==> config.mk <==
export PLATFORM = sky130hd
export DESIGN_NAME = mult_seq_unit
export DESIGN_NICKNAME = d
export VERILOG_FILES = /design/src/rtl/mult_pkg.sv /design/src/rtl/mult_digit.sv /design/src/rtl/mult_seq_unit.sv
export SDC_FILE = /design/constraint.sdc
export NUM_CORES = 2
export LEC_CHECK = 0
export CAP_MARGIN = 20
export CORE_ASPECT_RATIO = 0.6
export CORE_MARGIN = 3
export CORE_UTILIZATION = 50
export CTS_BUF_LIST = sky130_fd_sc_hd__clkbuf_4
export CTS_CLUSTER_DIAMETER = 100
export DETAILED_ROUTE_END_ITERATION = 12
export MAX_ROUTING_LAYER = met4
export PLACE_DENSITY = 0.69
export SYNTH_ARGS = -nofsm -noshare
export SYNTH_HDL_FRONTEND = slang
export SYNTH_HIERARCHICAL = 1
export SYNTH_SLANG_ARGS = --single-unit
==> constraint.sdc <==
create_clock -name clk -period 8.9 [get_ports clk]
set_input_delay 1.335 -clock clk [delete_from_list [all_inputs] [get_ports clk]]
set_output_delay 1.335 -clock clk [all_outputs]
set_load 0.02 [all_outputs]
==> src/rtl/mult_pkg.sv <==
// Shared state type, default sizes and digit-count helper for the sequential multiplier.
package mult_pkg;

  typedef enum logic [1:0] {
    IDLE,
    CALC,
    DONE
  } mult_state_e;

  localparam int MULT_WIDTH   = 64;
  localparam int MULT_DIGIT_W = 8;

  function automatic int digit_count(input int width, input int digit_w);
    return width / digit_w;
  endfunction

endpackage

==> src/rtl/mult_digit.sv <==
// Combinational unsigned WIDTH x DIGIT_W multiplier; one partial product per call.
module mult_digit #(
  parameter int WIDTH   = 64,
  parameter int DIGIT_W = 8
) (
  input  logic [WIDTH-1:0]         i_a,
  input  logic [DIGIT_W-1:0]       i_b,
  output logic [WIDTH+DIGIT_W-1:0] o_product
);

  localparam int PW = WIDTH + DIGIT_W;

  assign o_product = PW'(i_a) * PW'(i_b);

endmodule

==> src/rtl/mult_seq_unit.sv <==
// Sequential WIDTH x WIDTH multiplier consuming one DIGIT_W-bit multiplier digit per cycle.
// Optional build macro MULT_EARLY_TERM_EN: finish once all remaining multiplier digits are zero.
module mult_seq_unit
  import mult_pkg::*;
#(
  parameter int WIDTH   = MULT_WIDTH,
  parameter int DIGIT_W = MULT_DIGIT_W
) (
  input  logic               clk,
  input  logic               rst,
  input  logic               req_valid,
  output logic               req_ready,
  input  logic [WIDTH-1:0]   multiplicand,
  input  logic [WIDTH-1:0]   multiplier,
  input  logic               half_mode,
  output logic               resp_valid,
  input  logic               resp_ready,
  output logic [2*WIDTH-1:0] product,
  output logic               busy
);

  localparam int NUM_DIGITS = digit_count(WIDTH, DIGIT_W);
  localparam int CNT_W      = $clog2(NUM_DIGITS + 1);
  localparam int PW         = 2 * WIDTH;

  if (WIDTH % DIGIT_W != 0) begin : g_width_check
    $error("mult_seq_unit: WIDTH must be a multiple of DIGIT_W");
  end

  mult_state_e              r_state;
  mult_state_e              w_nextState;
  logic [WIDTH-1:0]         r_mcand;
  logic [WIDTH-1:0]         r_mplier;
  logic                     r_half;
  logic [PW-1:0]            r_acc;
  logic [CNT_W-1:0]         r_cnt;
  logic [WIDTH+DIGIT_W-1:0] w_digitProd;
  logic [PW-1:0]            w_partial;
  logic                     w_accept;
  logic                     w_lastDigit;

  // The multiplier register shifts right each cycle, so its low digit is always the current one.
  mult_digit #(
    .WIDTH  (WIDTH),
    .DIGIT_W(DIGIT_W)
  ) u_digit (
    .i_a      (r_mcand),
    .i_b      (r_mplier[DIGIT_W-1:0]),
    .o_product(w_digitProd)
  );

  assign w_partial = PW'(w_digitProd) << (DIGIT_W * int'(r_cnt));

`ifdef MULT_EARLY_TERM_EN
  assign w_lastDigit = ((r_mplier >> DIGIT_W) == '0);
`else
  assign w_lastDigit = (r_cnt == CNT_W'(NUM_DIGITS - 1));
`endif

  always_ff @(posedge clk) begin
    if (rst) begin
      r_state <= IDLE;
    end else begin
      r_state <= w_nextState;
    end
  end

  always_comb begin
    w_nextState = r_state;
    w_accept    = 1'b0;
    req_ready   = 1'b0;
    resp_valid  = 1'b0;
    busy        = 1'b0;
    product     = '0;
    case (r_state)
      IDLE: begin
        req_ready = 1'b1;
        if (req_valid) begin
          w_accept    = 1'b1;
          w_nextState = CALC;
        end
      end
      CALC: begin
        busy = 1'b1;
        if (w_lastDigit) begin
          w_nextState = DONE;
        end
      end
      DONE: begin
        busy       = 1'b1;
        resp_valid = 1'b1;
        product    = r_half ? PW'(r_acc[WIDTH-1:0]) : r_acc;
        if (resp_ready) begin
          w_nextState = IDLE;
        end
      end
      default: begin
        w_nextState = IDLE;
      end
    endcase
  end

  // Operands are captured on acceptance; the accumulator only moves while in CALC.
  always_ff @(posedge clk) begin
    if (rst) begin
      r_mcand  <= '0;
      r_mplier <= '0;
      r_half   <= 1'b0;
      r_acc    <= '0;
      r_cnt    <= '0;
    end else if (w_accept) begin
      r_mcand  <= multiplicand;
      r_mplier <= multiplier;
      r_half   <= half_mode;
      r_acc    <= '0;
      r_cnt    <= '0;
    end else if (r_state == CALC) begin
      r_acc    <= r_acc + w_partial;
      r_mplier <= r_mplier >> DIGIT_W;
      r_cnt    <= r_cnt + CNT_W'(1);
    end
  end

endmodule

==> flow_results.org <==
** Clock tree
- Clock latency on the worst-skew pair, taken at its later pin, is between 1 and 1.5 ns.
- Buffer type at the clock tree root :: sky130_fd_sc_hd__clkbuf_4
- The clock passes through at most 3 buffers.
- Worst-path clk slew :: 0.07 ns
- Counting the buffers created by CTS gives slightly above 70.
- For this design, the CTS-stage hold fixing added 0 buffers.
- TritonCTS built the clock tree.
- Clock tree synthesis found a total of 263 sinks.
- Number of H-tree levels :: 3

** Detailed routing
- Once detail routing completed, the nets flagged for antenna violations numbered 0.
- Highest layer used for signal routing :: met4
- Detailed route wirelength on metal3 :: 18,000 um
- Detailed route wirelength on metal2 :: ~62,000 um
- The first routing iteration left between 4,000 and 5,000 violations.
- Avg Vias per Cell :: 5.78
- Metal-1 WL :: ~74,000 um
- Summed over all layers, the routed wires come to between 150,000 and 200,000 um.
- In the final routed layout, each cell accounts on average for 22.0 um.
- The first TritonRoute pass finished after 6 iterations.
- Via total after detailed routing :: just over 40,000
- Detailed-route DRC error count :: 0

** Synthesis
- Synth area leader :: sky130_fd_sc_hd__fa_1
- Most used standard cell by instance count after synthesis :: sky130_fd_sc_hd__nand2_1
- Counting flops with a built-in enable in the synthesized netlist gives 0.
- Sequential element share of the synthesized area :: 13.8%
- Asr flop ratio synth :: 0%
- Synth Register Bits :: about 260
- Gate count of the mapped netlist :: 4,925
- Synthesis produced a netlist with a net count of roughly 5,700.
- Distinct cells, synth :: 95
- Count of yosys warnings during synthesis :: 6
- The top cell type by area accounts for just under 20% of the synthesized area.
- In the synthesized netlist, the cells that appear most often are 554 x sky130_fd_sc_hd__nand2_1, 553 x sky130_fd_sc_hd__and2_1, 434 x sky130_fd_sc_hd__inv_1.
- Among all flip-flop cells after synthesis, the most frequent one is sky130_fd_sc_hd__dfxtp_1.
- Top area cells in the synthesized netlist :: sky130_fd_sc_hd__fa_1 20%, sky130_fd_sc_hd__dfxtp_1 14%, sky130_fd_sc_hd__and2_1 9.0%, sky130_fd_sc_hd__ha_1 7.3%, sky130_fd_sc_hd__nand2_1 5.4%
- Syn Area/Cell :: approximately 7.8 um2
- The cell area that synthesis handed to floorplanning was roughly 38,000 um2.

** Setup path
- The slowest stage of the critical path belongs to the cell sky130_fd_sc_hd__fa_1.
- The worst setup path is of the flip-flop to flip-flop kind.
- Type of element launching the critical path :: flip-flop
- Along the worst path, the maximum fanout reaches 8.
- Endpoint type of the worst setup path :: flip-flop
- Data arrives at the worst endpoint at roughly 10 ns.
- By instance count, the cell type seen most on the critical path is sky130_fd_sc_hd__buf_4.
- Highest cell delay on the worst timing path :: about 0.58 ns
- Required time at the endpoint of the critical path :: approximately 10 ns

** Floorplan
- Starting utilization of the core area :: about half
- The floorplan has 77 rows.
- From left edge to right edge, the die measures about 360 um.
- I/O pins :: ~260
- DIE AREA :: roughly 80,000 um2
- The floorplan step defined a core boundary enclosing 74,700 um2.
- DIE HEIGHT :: ~220 um

** Timing
- The number of pins exceeding their max-slew limit in the final report came to 0.
- The tightest hold path in the finished design has a slack of 0.464 ns.
- Setup skew after layout :: ~0.082 ns
- Final-report hold violation count :: 0
- Worst Tran Pin Value :: between 1 and 1.5 ns
- The worst pin sits at a relative slew slack of ~25%.
- Derived from the worst setup path, the maximum achievable clock frequency is 110 MHz.
- Setup slack of the critical path after layout :: -0.208 ns
- Final count of negative-setup-slack endpoints :: 23
- Dividing the final minimum period by the clock period gives 102%.
- Subtracting the final worst setup slack from the clock period gives 9.11 ns.
- Setup repair after global routing could not meet its margin everywhere.

** Placement
- Weighted congestion reported at the end of routability-driven placement :: about 1.1
- Count of buffers from port buffering :: between 200 and 300
- Area after DPL :: just under 50,000 um2
- Detailed placement ended at an HPWL of 120,000 um.

** Run
- Max-cap check violation count :: 0

** Finish
- The net count of the finished layout is approximately 6,800.
- Relative to the synthesized area, the layout overhead comes to 40.7%.
- In the final layout, the share of cells above drive strength 1 is slightly below 30%.
- Fill cells in the final layout number around 6,000.
- Final design instance area without fill :: approximately 54,000 um2
- Cells fill 72.0% of the core in the end.

** Global routing
- Number of antenna violations at the first check in global routing :: 12
- Pin count of the biggest net entering global routing :: just over 100
- Vias in the first global route :: slightly below 40,000
- Wire length of the first global-routing pass :: about 230,000 um
- Global routing consumed, over all layers together, 38.3% of the routing resources.
- The total overflow left after global routing is 0.

** Pwr
- In this run the power density over the cells is approximately 140 nW/um2.
- Worst-case vdd ir drop :: 0.000134 V
- Leak Pwr :: about 0.024 uW

** Status
- The flow ran to the end, but the final reports show violations.
- The final reports fail on negative setup slack.

** Hold path
- The worst hold path belongs to the class flip-flop to flip-flop.
## cells in the final DEF (no fill, tap or decap), drive strengths merged, types with 31 or more instances in the layout
master | Yosys | layout
nor2b | 51 | 51
inv | 434 | 436
nor3 | 45 | 45
mux2i | 204 | 204
mux2 | 32 | 32
a211oi | 72 | 72
xor2 | 67 | 67
o21a | 35 | 35
a21oi | 420 | 420
nand3 | 42 | 42
nand4 | 95 | 95
and2 | 553 | 553
o21ai | 267 | 267
clkbuf | 241 | 96
xnor2 | 115 | 115
dfxtp | 263 | 263
buf | 53 | 1089
clkdlybuf4s50 | 0 | 262
nand2 | 556 | 556
clkinv | 3 | 31
nor2 | 358 | 358
o21bai | 46 | 46
fa | 373 | 373
ha | 223 | 223
a21o | 87 | 87
## per-stage QoR
stage          cells  total power (uW)  TNS (ns)  setup slack, ns
3_3_place_gp    6861              5440    -20.90           -0.646
5_1_grt         7115              7820    -14.70           -0.451
2_1_floorplan   4925              3430         0            0.790
6_report        7117              7440     -1.83           -0.208
3_5_place_dp    6861              5470    -20.25           -0.664
4_1_cts         7028              6910         0          0.00373
## worst max-delay path: cells and delay by family, from the launching register on
kind	cells	cell delay (ns)
AO/OA/AOI/OAI	10	1.77
XOR/XNOR	2	0.28
buffers and inverters	10	1.42
AND/OR/NAND/NOR	11	1.73
adder cells (fa/ha/maj)	6	2.69
flip-flops	1	0.49
multiplexers	2	0.45
## final timing paths
check	start	end	slack, ns	depth (start not counted)
worst max-delay path	r_mplier[3]	r_acc[124]	-0.21	41
worst min-delay path	r_acc[97]	r_acc[97]	0.46	2
worst max register to register	r_mplier[3]	r_acc[124]	-0.21	41
worst min register to register	r_acc[97]	r_acc[97]	0.46	2
## kinds of logic after synthesis
kind of cell	Yosys count	share of synthesized area, %
simple gates	1797	23.4
flops	263	13.8
fa+ha+maj	596	26.8
compound gates	1120	18.3
xor+xnor	182	4.17
buf+inv	731	7.28
mux	236	6.28
## power by group
group | switching [uW] | internal, uW
registers | 134 | 1280
logic | 2650 | 2180
clock network | 651 | 548
## layer usage
metal	global-route usage [%]	vias to the layer above
met5	-	-
met3	10.5	228
met2	50.2	2010
met1	58.1	20000
met4	7.16	0
li1	-	18900
## timing repair
action                                  in CTS  in global routing
resized for setup                          215                501
gates cloned                                 3                  5
setup buffers                               39                 69
pin swaps                                   64                120
endpoints found under the setup margin      71                 82
hold endpoints to repair                     0                  0
## area by class of cell
| cell class | count | area, um2 | share of cell area (%) |
|---|---|---|---|
| Antenna cell | 19 | 47.5 | 0.0884 |
| Tap cell | 987 | 1230 | 2.30 |
| Timing Repair Buffer | 1355 | 11400 | 21.3 |
| Sequential cell | 263 | 5290 | 9.83 |
| Multi-Input combinational cell | 3931 | 33200 | 61.8 |
| Inverter | 437 | 1640 | 3.05 |
| Clock inverter | 33 | 204 | 0.379 |
| Clock buffer | 92 | 691 | 1.28 |
## flip-flops by register name (all words and copies together) (netlist names)
signal,cells
r_acc,128
r_cnt,4
r_half,1
r_mcand,64
r_mplier,64
r_state,2
No activity file was read; power rests on OpenSTA's default activity.
